===== config.mk =====
export PLATFORM = sky130hd
export DESIGN_NAME = alu_sequencer
export DESIGN_NICKNAME = d
export VERILOG_FILES = /design/src/rtl/alu_seq_pkg.sv /design/src/rtl/alu_op_decode.sv /design/src/rtl/alu_sequencer.sv
export SDC_FILE = /design/constraint.sdc
export NUM_CORES = 1
export LEC_CHECK = 0
export CAP_MARGIN = 20
export CORE_MARGIN = 4
export CORE_UTILIZATION = 30
export DETAILED_ROUTE_END_ITERATION = 10
export SKIP_CTS_REPAIR_TIMING = 1
export SYNTH_ARGS = -nofsm -noshare
export SYNTH_HDL_FRONTEND = slang
export SYNTH_SLANG_ARGS = --single-unit

===== constraint.sdc =====
create_clock -name clk -period 4 [get_ports clk]
set_input_delay 0.8 -clock clk [delete_from_list [all_inputs] [get_ports clk]]
set_output_delay 0.8 -clock clk [all_outputs]
set_load 0.01 [all_outputs]

===== src/rtl/alu_seq_pkg.sv =====
// Shared types and ALU control encodings for the ALU issue/sequencing front end.
package alu_seq_pkg;

  typedef enum logic [3:0] {
    ADD  = 4'd0,
    SUB  = 4'd1,
    COMP = 4'd2,
    AND  = 4'd3,
    XOR  = 4'd4,
    SLL  = 4'd5,
    SRL  = 4'd6,
    SRA  = 4'd7,
    TEST = 4'd8
  } op_e;

  localparam logic [4:0] ALU_ADD  = 5'b00000;
  localparam logic [4:0] ALU_COMP = 5'b00001;
  localparam logic [4:0] ALU_AND  = 5'b00010;
  localparam logic [4:0] ALU_XOR  = 5'b00011;
  localparam logic [4:0] ALU_SLL  = 5'b01100;
  localparam logic [4:0] ALU_SRL  = 5'b01101;
  localparam logic [4:0] ALU_SRA  = 5'b01110;
  localparam logic [4:0] ALU_NOP  = 5'b00111;

  typedef enum logic [1:0] {
    IDLE  = 2'd0,
    PASS1 = 2'd1,
    PASS2 = 2'd2,
    RESP  = 2'd3
  } state_e;

endpackage


===== src/rtl/alu_op_decode.sv =====
// Combinational op decode: first-pass ALU control, pass count, legality and
// whether the ALU carry is meaningful for this op.
module alu_op_decode
  import alu_seq_pkg::*;
(
  input  logic [3:0] op,
  output logic [4:0] ctl,
  output logic       two_pass,
  output logic       legal,
  output logic       carry_valid
);

  always_comb begin
    ctl         = ALU_NOP;
    two_pass    = 1'b0;
    legal       = 1'b1;
    carry_valid = 1'b0;
    case (op_e'(op))
      ADD:  begin ctl = ALU_ADD;  carry_valid = 1'b1; end
      // SUB negates B first, then adds it to A on a second pass.
      SUB:  begin ctl = ALU_COMP; carry_valid = 1'b1; two_pass = 1'b1; end
      COMP: ctl = ALU_COMP;
      AND:  ctl = ALU_AND;
      XOR:  ctl = ALU_XOR;
      SLL:  ctl = ALU_SLL;
      SRL:  ctl = ALU_SRL;
      SRA:  ctl = ALU_SRA;
      TEST: ctl = ALU_AND;
      default: legal = 1'b0;
    endcase
  end

endmodule


===== src/rtl/alu_sequencer.sv =====
// Sequences each request into one or two registered ALU passes and returns
// result/flags over a valid/ready response held stable until accepted.
module alu_sequencer
  import alu_seq_pkg::*;
#(
  parameter int WIDTH = 32
) (
  input  logic             clk,
  input  logic             rst_n,
  input  logic             req_valid,
  output logic             req_ready,
  input  logic [3:0]       req_op,
  input  logic [WIDTH-1:0] req_a,
  input  logic [WIDTH-1:0] req_b,
  input  logic [4:0]       req_shamt,
  input  logic             req_shamt_sel,
  output logic [WIDTH-1:0] alu_in1,
  output logic [WIDTH-1:0] alu_in2,
  output logic [4:0]       alu_control,
  input  logic [WIDTH-1:0] alu_out,
  input  logic [2:0]       alu_flags,
  output logic             rsp_valid,
  input  logic             rsp_ready,
  output logic [WIDTH-1:0] rsp_data,
  output logic [2:0]       rsp_flags,
  output logic             rsp_err
);

  state_e           state_q, state_d;
  logic [WIDTH-1:0] in1_q, in1_d, in2_q, in2_d, tmp_q, tmp_d;
  logic [4:0]       ctl_q, ctl_d;
  logic             two_pass_q, two_pass_d, carry_q, carry_d;
  logic [WIDTH-1:0] data_q, data_d;
  logic [2:0]       flags_q, flags_d;
  logic             err_q, err_d;

  logic [4:0] dec_ctl;
  logic       dec_two_pass, dec_legal, dec_carry;
  logic [4:0] amt;

  alu_op_decode u_dec (
    .op          (req_op),
    .ctl         (dec_ctl),
    .two_pass    (dec_two_pass),
    .legal       (dec_legal),
    .carry_valid (dec_carry)
  );

  assign amt = req_shamt_sel ? req_b[4:0] : req_shamt;

  always_comb begin
    state_d    = state_q;
    in1_d      = in1_q;
    in2_d      = in2_q;
    ctl_d      = ctl_q;
    tmp_d      = tmp_q;
    two_pass_d = two_pass_q;
    carry_d    = carry_q;
    data_d     = data_q;
    flags_d    = flags_q;
    err_d      = err_q;
    case (state_q)
      IDLE: begin
        if (req_valid) begin
          if (dec_legal) begin
            state_d    = PASS1;
            in1_d      = req_a;
            ctl_d      = dec_ctl;
            two_pass_d = dec_two_pass;
            carry_d    = dec_carry;
            err_d      = 1'b0;
            if (dec_ctl[3])
              in2_d = {{(WIDTH-5){1'b0}}, amt};
            else if (req_op == TEST)
              in2_d = '1;
            else
              in2_d = req_b;
          end else begin
            state_d = RESP;
            err_d   = 1'b1;
            data_d  = '0;
            flags_d = '0;
          end
        end
      end
      PASS1: begin
        tmp_d  = alu_out;
        data_d = alu_out;
        if (two_pass_q) begin
          state_d = PASS2;
          ctl_d   = ALU_ADD;
        end else begin
          state_d = RESP;
          flags_d = {carry_q & alu_flags[2], alu_flags[1:0]};
        end
      end
      PASS2: begin
        data_d  = alu_out;
        flags_d = {carry_q & alu_flags[2], alu_flags[1:0]};
        state_d = RESP;
      end
      RESP: begin
        if (rsp_ready) begin
          state_d = IDLE;
          in1_d   = '0;
          in2_d   = '0;
          ctl_d   = ALU_NOP;
        end
      end
      default: state_d = IDLE;
    endcase
  end

  always_ff @(posedge clk or negedge rst_n) begin
    if (!rst_n) begin
      state_q    <= IDLE;
      in1_q      <= '0;
      in2_q      <= '0;
      ctl_q      <= ALU_NOP;
      tmp_q      <= '0;
      two_pass_q <= 1'b0;
      carry_q    <= 1'b0;
      data_q     <= '0;
      flags_q    <= '0;
      err_q      <= 1'b0;
    end else begin
      state_q    <= state_d;
      in1_q      <= in1_d;
      in2_q      <= in2_d;
      ctl_q      <= ctl_d;
      tmp_q      <= tmp_d;
      two_pass_q <= two_pass_d;
      carry_q    <= carry_d;
      data_q     <= data_d;
      flags_q    <= flags_d;
      err_q      <= err_d;
    end
  end

  // The SUB add pass takes its second operand straight from the tmp register.
  assign alu_in1     = in1_q;
  assign alu_in2     = (state_q == PASS2) ? tmp_q : in2_q;
  assign alu_control = ctl_q;
  assign req_ready   = (state_q == IDLE);
  assign rsp_valid   = (state_q == RESP);
  assign rsp_data    = data_q;
  assign rsp_flags   = flags_q;
  assign rsp_err     = err_q;

endmodule


==> impl_metrics.toml, run 1 <==
[timing]
worst_pin_slew_ns = 0.954
hold_viol_final = 0
max_freq_ghz = 0.287
fin_crit_ns = 3.48
rsz0062_at_grt = "no"
tns_ns = 0
skew_ns = 0.00599
max-slew-margin-rel = 0.363
setup_viol = 0
slew_viol_final = 0
period_share = 0.871

[clocking]
clockBufferDepth = 2
cts.sinks = 140
clk_pin_slew_ns = 0.06
worstSkewPairLatency_ns = 0.41
numCtsBuffers = 17
cts-htree-levels = 4
root_buffer = "clkbuf_16"
cts_tree = "yes"

[final_layout]
design_area_sq_um = 9740
stdcell_count = 1104
area_growth_pct = 46.6
final_nets = 928
antenna_cells = 0
drive_gt1_frac = 0.159

[power_and_ir_drop]
powerDensity_nw_per_um2 = 849
irDropWorstVdd_mv = 0.399
leakage_uw = 0.00404

[synth]
seq_area_frac_synth = 0.528
synth_top_area_share = 0.516
synth_flop_cell = "dfrtp_1"
yosysWarnings = 0
ys_top_cells_by_area = "dfrtp_1, mux2_2, mux2i_1"
synthArstFlopShare = 1.00
syn_inst = 610
netlist.top_cell.by_area = "dfrtp_1"
synth_edf_count = 0
ys_types = 45
synth.cell_area_sq_um = 6640
ys_seq_elements = 140
syn_nets = 727
avgSynthCellArea_sq_um = 10.9

[critical_path]
critPathTopFamily = "buffers and inverters"
critPathMaxStageDelay_ns = 0.53
path_max_fanout = 20
cp.arrival_ns = 2.68
worstSetupPathType = "flip-flop to primary output"
crit_path_end_kind = "primary output"
path_cells = "inv_1 > ha_2 > buf_12 > mux2_2 > clkdlybuf4s50_1"
critPathSlowestCell = "ha_2"
required_ns = 3.20
cp-start-kind = "flip-flop"
critPathBufInv = 3

[drt]
routed_wl_um = 19500
avgViaCountPerCell = 4.79
drc = 0
detail-route-antenna-nets = 0
drtIter0Drc = 249
routedWlPerCell_um = 17.7
vias = 5284
dr.pass1.iters = 4

[floorplan]
rows = 54
dieHeight_um = 157
start_util = 0.304
die_w_um = 157
dieArea_sq_um = 24600
io_pins = 220
core_area_sq_um = 21800

[hold_path]
worstHoldPathType = "input pin to async pin"

[run]
drv_cap = 0

[grt]
grt.overflow.total = 0
grt_use_met2 = 0.254
use_met3 = 0.0514
top_usage_layer = "met2"
gr-usage-met1 = 0.204
grt_pass1_vias = 5361
grt_use_total = 0.157
antenna_found_initial = 0
grt_max_degree = 86
grt_first_pass_wirelength_um = 30100

[placement]
dp.cells = 1071
placed_area_sq_um = 9130
place.port_buffers = 218
gp_congestion = 0.719
hpwl_um = 13500

[status]
status = "finished clean"
-- worst reg2reg max path, cell delays in order (launching register included) --
cell and delay [ns]:
dfrtp_1 0.48, inv_1 0.15, ha_2 0.48, buf_4 0.40, o21a_2 0.53, buf_4 0.35
a22oi_1 0.13, o21ai_0 0.14
-- layout make-up --
class | count | area, sq um
fill | 2085 | 12100
sequential | 140 | 3510
multi-input combinational | 417 | 2930
timing repair buffer | 229 | 2350
clock buffer | 23 | 498
tap | 280 | 350
clock inverter | 9 | 85.1
inverter | 6 | 22.5
-- flip-flops by register name, summed over array words and instances, names as in the netlist --
| register | flops |
|---|---|
| alu_in1 | 32 |
| in2_q | 32 |
| rsp_data | 32 |
| tmp_q | 32 |
| alu_control | 4 |
| rsp_flags | 3 |
| state_q | 2 |
| carry_q | 1 |
| rsp_err | 1 |
| two_pass_q | 1 |
-- cells in the final DEF (no fill, tap or decap), types with 3 or more instances in the layout --
master / n
inv_1: 6
clkinvlp_4: 3
o21ai_1: 64
nor2_1: 6
a22oi_1: 32
nand2b_1: 34
dfstp_2: 3
ha_2: 3
mux2_4: 4
dfrtp_1: 137
clkdlybuf4s50_1: 217
buf_4: 5
clkbuf_16: 17
clkbuf_8: 5
mux2i_1: 39
a21oi_1: 3
mux2_2: 65
o21ai_0: 62
buf_12: 5
or2_2: 5
nand2_1: 73
clkinv_2: 3
-- where the power goes --
part	switching [uW]	internal, uW
combinational	1950	2280
clock	614	939
sequential	392	2100
total	2950	5320
-- final timing paths --
kind	endpoint	cells past startpoint	slack, ns	start
max	alu_in2[10]	5	0.52	state_q[0]$_DFFE_PN0P_
min	rsp_data[18]$_DFFE_PN0P_	1	0.42	rst_n
max reg2reg	rsp_data[8]$_DFFE_PN0P_	7	1.25	state_q[0]$_DFFE_PN0P_
min reg2reg	in2_q[7]$_DFFE_PN0P_	2	0.48	in2_q[7]$_DFFE_PN0P_
max in group asynchronous	rsp_flags[0]$_DFFE_PN0P_	2	2.76	rst_n
min in group clk	in2_q[7]$_DFFE_PN0P_	2	0.48	in2_q[7]$_DFFE_PN0P_
-- cells by family after synthesis --
kind of cell,synth area share
and+or+nand+nor,0.0932
other,0.000565
muxes,0.180
DFF,0.528
adders and majority gates,0.00753
buffers and inverters,0.0367
AOI/OAI and AO/OA,0.154
-- Yosys cell counts (2+ instances only) --
library cell / instances
nor3_1: 2
inv_1: 6
o21ai_0: 62
dfstp_2: 3
buf_1: 4
buf_2: 5
nand2b_1: 34
nor2_1: 7
mux2_4: 4
ha_1: 4
nand2_1: 73
a21oi_1: 3
dfrtp_1: 137
mux2_2: 65
clkbuf_1: 28
mux2i_1: 39
buf_4: 8
o21ai_1: 64
a22oi_1: 32
or2_2: 5
-- metal layers --
| metal | part of all wire | vias up |
|---|---|---|
| li1 | - | 2551 |
| met1 | 0.44 | 2564 |
| met2 | 0.47 | 155 |
| met3 | 0.074 | 14 |
| met4 | 0.0098 | 0 |
| met5 | 0 | - |
-- per-stage QoR --
| stage | hold WS (ns) | setup WS (ns) | util | power [uW] |
|---|---|---|---|---|
| 2_1_floorplan | 0.452 | 1.54 | - | 4840 |
| 3_3_place_gp | 0.462 | 0.852 | 0.418 | 6740 |
| 3_5_place_dp | 0.471 | 0.809 | 0.418 | 6800 |
| 4_1_cts | 0.472 | 0.488 | 0.445 | 8390 |
| 5_1_grt | 0.493 | 0.386 | 0.446 | 8870 |
| 6_report | 0.415 | 0.518 | 0.446 | 8270 |
(Power assumes the default switching activity.)
==> inputs of run 2 (changes only) <==
--- a/config.mk
+++ b/config.mk
@@ -9,6 +9,8 @@
 export CORE_MARGIN = 4
 export CORE_UTILIZATION = 30
 export DETAILED_ROUTE_END_ITERATION = 10
+export GPL_ROUTABILITY_DRIVEN = 0
+export HOLD_SLACK_MARGIN = 0.05
 export SKIP_CTS_REPAIR_TIMING = 1
 export SYNTH_ARGS = -nofsm -noshare
 export SYNTH_HDL_FRONTEND = slang
==> results of run 2 <==
No change in the layout: final DEF, timing and power equal those of run 1.
